### src/rtl/cfu_quant_pkg.sv
// rtl/cfu_quant_pkg.sv - shared types and constants for the requantization scheduler
package cfu_quant_pkg;

    typedef struct packed {
        logic signed [31:0] bias;
        logic signed [31:0] mul;
        logic signed [5:0]  shift;
    } qparam_t;

    localparam logic [2:0] SEL_BIAS   = 3'd0;
    localparam logic [2:0] SEL_MUL    = 3'd1;
    localparam logic [2:0] SEL_SHIFT  = 3'd2;
    localparam logic [2:0] SEL_OFFSET = 3'd3;
    localparam logic [2:0] SEL_MIN    = 3'd4;
    localparam logic [2:0] SEL_MAX    = 3'd5;

    typedef enum logic [2:0] {
        ST_IDLE,
        ST_ISSUE,
        ST_ARM,
        ST_WAIT,
        ST_EMIT
    } state_t;

endpackage

### src/rtl/cfu_quant_sched.sv
// rtl/cfu_quant_sched.sv - per-channel requantization scheduler (QUANT_SCHED_PACK_EN packs int8 lanes)
module cfu_quant_sched
    import cfu_quant_pkg::*;
#(
    parameter  int NCH  = 16,
    localparam int CH_W = $clog2(NCH)
) (
    input  logic            clk,
    input  logic            rst_n,
    input  logic            cfg_we,
    input  logic [2:0]      cfg_sel,
    input  logic [CH_W-1:0] cfg_addr,
    input  logic [31:0]     cfg_wdata,
    input  logic            in_valid,
    output logic            in_ready,
    input  logic [31:0]     in_acc,
    input  logic [CH_W-1:0] in_ch,
    input  logic            in_last,
    output logic            out_valid,
    input  logic            out_ready,
    output logic [31:0]     out_data,
    output logic            out_last,
    output logic [31:0]     q_data_in,
    output logic [31:0]     q_bias,
    output logic [31:0]     q_mul,
    output logic [31:0]     q_offset,
    output logic [31:0]     q_min,
    output logic [31:0]     q_max,
    output logic [5:0]      q_shift,
    output logic            q_start,
    input  logic            q_status,
    input  logic [31:0]     q_data_out
);

    qparam_t            tbl [NCH];
    logic signed [31:0] g_offset;
    logic signed [31:0] g_min;
    logic signed [31:0] g_max;

    state_t      state;
    state_t      state_nxt;
    logic        q_last;
    logic [31:0] res;
    logic        accept;
    logic        slot_free;
    logic        emit_go;
    logic        load_out;
    logic        need_slot;
    logic [31:0] emit_word;

    assign in_ready  = (state == ST_IDLE);
    assign q_start   = (state == ST_ISSUE);
    assign accept    = in_valid && in_ready;
    assign slot_free = !out_valid || out_ready;
    assign emit_go   = (state == ST_EMIT) && (!need_slot || slot_free);
    assign load_out  = (state == ST_EMIT) && need_slot && slot_free;

    // Channel table and global clamp/offset registers; writes land at the clock edge
    always_ff @(posedge clk or negedge rst_n) begin
        if (!rst_n) begin
            for (int i = 0; i < NCH; i++) begin
                tbl[i] <= '0;
            end
            g_offset <= '0;
            g_min    <= '0;
            g_max    <= '0;
        end else if (cfg_we) begin
            case (cfg_sel)
                SEL_BIAS:   tbl[cfg_addr].bias  <= cfg_wdata;
                SEL_MUL:    tbl[cfg_addr].mul   <= cfg_wdata;
                SEL_SHIFT:  tbl[cfg_addr].shift <= cfg_wdata[5:0];
                SEL_OFFSET: g_offset <= cfg_wdata;
                SEL_MIN:    g_min    <= cfg_wdata;
                SEL_MAX:    g_max    <= cfg_wdata;
                default:    ;
            endcase
        end
    end

    // Operand snapshot on accept; stays frozen until the next accept
    always_ff @(posedge clk or negedge rst_n) begin
        if (!rst_n) begin
            q_data_in <= '0;
            q_bias    <= '0;
            q_mul     <= '0;
            q_shift   <= '0;
            q_offset  <= '0;
            q_min     <= '0;
            q_max     <= '0;
            q_last    <= 1'b0;
        end else if (accept) begin
            q_data_in <= in_acc;
            q_bias    <= tbl[in_ch].bias;
            q_mul     <= tbl[in_ch].mul;
            q_shift   <= tbl[in_ch].shift;
            q_offset  <= g_offset;
            q_min     <= g_min;
            q_max     <= g_max;
            q_last    <= in_last;
        end
    end

    // Capture the quantizer result once it reports done
    always_ff @(posedge clk or negedge rst_n) begin
        if (!rst_n) begin
            res <= '0;
        end else if ((state == ST_WAIT) && q_status) begin
            res <= q_data_out;
        end
    end

`ifdef QUANT_SCHED_PACK_EN
    logic [31:0] pack_buf;
    logic [1:0]  lane_cnt;

    assign need_slot = q_last || (lane_cnt == 2'd3);
    assign emit_word = pack_buf | ({24'd0, res[7:0]} << {lane_cnt, 3'b000});

    // Lane accumulator: a word leaves on the fourth lane or on the tile's last element
    always_ff @(posedge clk or negedge rst_n) begin
        if (!rst_n) begin
            pack_buf <= '0;
            lane_cnt <= '0;
        end else if (emit_go) begin
            if (need_slot) begin
                pack_buf <= '0;
                lane_cnt <= '0;
            end else begin
                pack_buf <= emit_word;
                lane_cnt <= lane_cnt + 2'd1;
            end
        end
    end
`else
    assign need_slot = 1'b1;
    assign emit_word = res;
`endif

    // Single-entry output register; held until downstream takes it
    always_ff @(posedge clk or negedge rst_n) begin
        if (!rst_n) begin
            out_valid <= 1'b0;
            out_data  <= '0;
            out_last  <= 1'b0;
        end else if (load_out) begin
            out_valid <= 1'b1;
            out_data  <= emit_word;
            out_last  <= q_last;
        end else if (out_ready) begin
            out_valid <= 1'b0;
        end
    end

    // State register
    always_ff @(posedge clk or negedge rst_n) begin
        if (!rst_n) begin
            state <= ST_IDLE;
        end else begin
            state <= state_nxt;
        end
    end

    // Next state; ARM skips the cycle where a stale done level may still be high
    always_comb begin
        state_nxt = state;
        case (state)
            ST_IDLE:  if (in_valid) state_nxt = ST_ISSUE;
            ST_ISSUE: state_nxt = ST_ARM;
            ST_ARM:   state_nxt = ST_WAIT;
            ST_WAIT:  if (q_status) state_nxt = ST_EMIT;
            ST_EMIT:  if (emit_go) state_nxt = ST_IDLE;
            default:  state_nxt = ST_IDLE;
        endcase
    end

endmodule

### config.mk
export PLATFORM = sky130hd
export DESIGN_NAME = cfu_quant_sched
export DESIGN_NICKNAME = d
export VERILOG_FILES = /design/src/rtl/cfu_quant_pkg.sv /design/src/rtl/cfu_quant_sched.sv
export SDC_FILE = /design/constraint.sdc
export NUM_CORES = 2
export LEC_CHECK = 0
export CORE_ASPECT_RATIO = 0.5
export CORE_MARGIN = 2
export CORE_UTILIZATION = 60
export DETAILED_ROUTE_END_ITERATION = 6
export PLACE_DENSITY = 0.82
export SYNTH_ARGS = -nofsm -noshare
export SYNTH_HDL_FRONTEND = slang
export SYNTH_SLANG_ARGS = --single-unit
### constraint.sdc
create_clock -name clk -period 1.9 [get_ports clk]
set_input_delay 0.38 -clock clk [delete_from_list [all_inputs] [get_ports clk]]
set_output_delay 0.38 -clock clk [all_outputs]
set_load 0.005 [all_outputs]
==> impl_metrics.json <==
{
  "slew_viol_final": 0,
  "yosysSeqAreaShare_pct": 57.8,
  "dp_hpwl_um": 104000,
  "hold_viol": 0,
  "crit_path_end_kind": "output port",
  "drt-total-wl_um": 167000,
  "finalCoreUtilization_pct": 73.0,
  "syn_area_per_cell_um2": 15.4,
  "start_util_pct": 60.9,
  "cts_tree": "built",
  "grt_use_total_pct": 30.5,
  "power_mw": 81.6,
  "first_pass_iters": 5,
  "worst_slack_ps": -31.9,
  "period_share_pct": 102,
  "antenna_found_initial": 2,
  "synth_top_area_cell": "dfrtp_1",
  "die_w_um": 467,
  "rsz0062_at_grt": "yes",
  "via_per_inst": 6.25,
  "clk_pin_slew_ps": 70,
  "cp.arrival_ps": 1550,
  "crit_fanout": 3,
  "grt_max_degree": 68,
  "finalClockSkew_ps": 19.8,
  "clk_latency_ps": 760,
  "tightest_slew_ps": 604,
  "ys_seq_elements": 1484,
  "drive_gt1_share_pct": 47.0,
  "setup_viol": 2,
  "grt_pass1_vias": 42000,
  "grt-ovfl-total": 0,
  "ir_drop_mv": 0.959,
  "power.density_nw_per_um2": 1060,
  "synth_edf_count": 0,
  "port_buffers": 347,
  "syn_nets": 4287,
  "min_path_type": "input port to async pin",
  "final_antenna_net_count": 0,
  "die_y_um": 235,
  "grt_pass1_wl_um": 254000,
  "clock_sinks": 1484,
  "synth_area_leaders": "dfrtp_1 (58%), mux2_2 (23%), mux4_2 (7.2%)",
  "cp-start-kind": "flop",
  "drv_cap": 0,
  "ys_warn_count": 0,
  "gp_congestion": 0.849,
  "syn_area_um2": 64300,
  "ctsLongestPathBuffers": 3,
  "vias": 38900,
  "cts-buffers-inserted": 133,
  "dp.cells": 5936,
  "drc": 0,
  "ys.flop_type": "dfrtp_1",
  "drtIter0Drc": 3383,
  "fmax_mhz": 518,
  "hold_ws_ps": 138,
  "areaGrowthSynthToFinish_pct": 20.0,
  "final_nets": 4824,
  "period_needed_ps": 1930,
  "postSynth.asyncResetShare_pct": 100,
  "crit_required_ps": 1520,
  "synth_cells": 4173,
  "routedWlPerCell_um": 26.8,
  "fp-row-count": 84,
  "violations": "negative setup slack",
  "synthDistinctLibCells": 37,
  "netlist.area_leader.share_pct": 57.8,
  "outcome": "complete, but fails checks",
  "design.die.area_um2": 110000,
  "h-tree-depth": 4,
  "cts_root_buf": "clkbuf_16",
  "path_class": "flop to output port",
  "slew-limit-headroom_pct": 59.7,
  "final_cells": 6221,
  "leakage_nw": 38.2,
  "io_pins": 348,
  "core-area_um2": 106000
}
[logic make-up (layout without fill, tap and decap cells)]
logic type / after synthesis / after routing / synth area share [%]
AND/OR/NAND/NOR: 493 / 493 / 3.06
AO/OA/AOI/OAI: 143 / 143 / 1.49
buffers and inverters: 353 / 981 / 2.72
multiplexers: 1700 / 1700 / 35.0
other: 0 / 1 / 0
flip-flops: 1484 / 1484 / 57.8
[worst max-delay path, stage by stage (launching register included)]
cell and delay (ps):
dfrtp_2 440, buf_6 120, nor3_2 100, buf_2 140
[cell usage after synthesis (9+ instances only)]
master and instances:
nor2_2 9, mux2_1 20, mux4_1 73, buf_1 15, clkbuf_1 170, mux2_2 1330
dfrtp_1 1484, a22oi_1 57, a22oi_2 12, buf_4 31, mux2i_1 71, mux4_2 206
buf_2 119, buf_6 10, nor2_1 16, nand2_1 432, o21ai_1 69
[final cells by class]
| cell class | count | area [um^2] |
|---|---|---|
| Fill cell | 6195 | 28500 |
| Sequential cell | 1484 | 37200 |
| Timing Repair Buffer | 754 | 8160 |
| Inverter | 1 | 8.76 |
| Multi-Input combinational cell | 2336 | 25700 |
| Clock inverter | 27 | 285 |
| Antenna cell | 1 | 2.50 |
| Clock buffer | 199 | 4010 |
| Tap cell | 1419 | 1780 |
[final timing paths]
check / start / to / slack, ps / depth (start not counted)
max reg2reg: state[2]$_DFFE_PN0P_ / q_mul[31]$_DFFE_PN0P_ / 70 / 8
min: rst_n / async pin / 140 / 2
max in group asynchronous: rst_n / async pin / 750 / 4
max: state[2]$_DFFE_PN0P_ / in_ready / -30 / 3
min reg2reg: g_min[27]$_DFFE_PN0P_ / q_min[27]$_DFFE_PN0P_ / 460 / 2
min in group clk: in_acc[3] / q_data_in[3]$_DFFE_PN0P_ / 150 / 3
[through the flow]
| stage | setup slack, ps | setup TNS, ps | area, um^2 |
|---|---|---|---|
| after global placement | -688 | -525390 | 72200 |
| after global routing | -78.8 | -152 | 77100 |
| after CTS | -157 | -1370 | 76800 |
| final | -31.9 | -56.9 | 77100 |
| after floorplan | 37.0 | 0 | 64300 |
| after detailed placement | -749 | -562390 | 72200 |
[per-layer routing]
layer | share of wire (%) | routed length (um) | global-route usage (%)
met5 | 0 | 0 | 0
met4 | 2.8 | 4720 | 9.79
met2 | 50 | 83000 | 50.2
met1 | 41 | 69100 | 41.9
met3 | 6.1 | 10200 | 5.40
[layout by cell type (no fill, tap or decap), types with 6 or more instances in the layout]
| cell | instances |
|---|---|
| mux2i_1 | 71 |
| mux2_2 | 1330 |
| o21ai_2 | 33 |
| dlygate4sd2_1 | 222 |
| mux2_1 | 20 |
| nand2b_1 | 6 |
| a22oi_2 | 18 |
| buf_4 | 255 |
| dfrtp_1 | 1472 |
| nand2_2 | 23 |
| a22oi_1 | 51 |
| clkdlybuf4s50_1 | 110 |
| clkinv_2 | 17 |
| nand2_1 | 408 |
| buf_16 | 7 |
| nor2_4 | 11 |
| mux4_2 | 206 |
| buf_6 | 10 |
| clkdlybuf4s15_1 | 10 |
| clkbuf_1 | 28 |
| nor2_1 | 12 |
| clkbuf_8 | 33 |
| mux4_1 | 73 |
| nor3_1 | 6 |
| o21ai_1 | 36 |
| clkbuf_16 | 145 |
| dfrtp_2 | 12 |
| buf_12 | 125 |
[what timing repair did]
action                                 in CTS  in global routing
cloned                                      3                  7
endpoints found under the hold margin     559                  0
pin swaps                                  12                  5
gates resized for setup                   295                 34
hold buffers                                1                  0
setup endpoints to repair                 245                170
buffers inserted                           45                  3
[power by group]
group / internal [mW] / switching [mW]
sequential: 36.5 / 2.87
combinational: 8.33 / 6.89
clock: 15.2 / 11.7
Power figures use the tool's default switching activity.
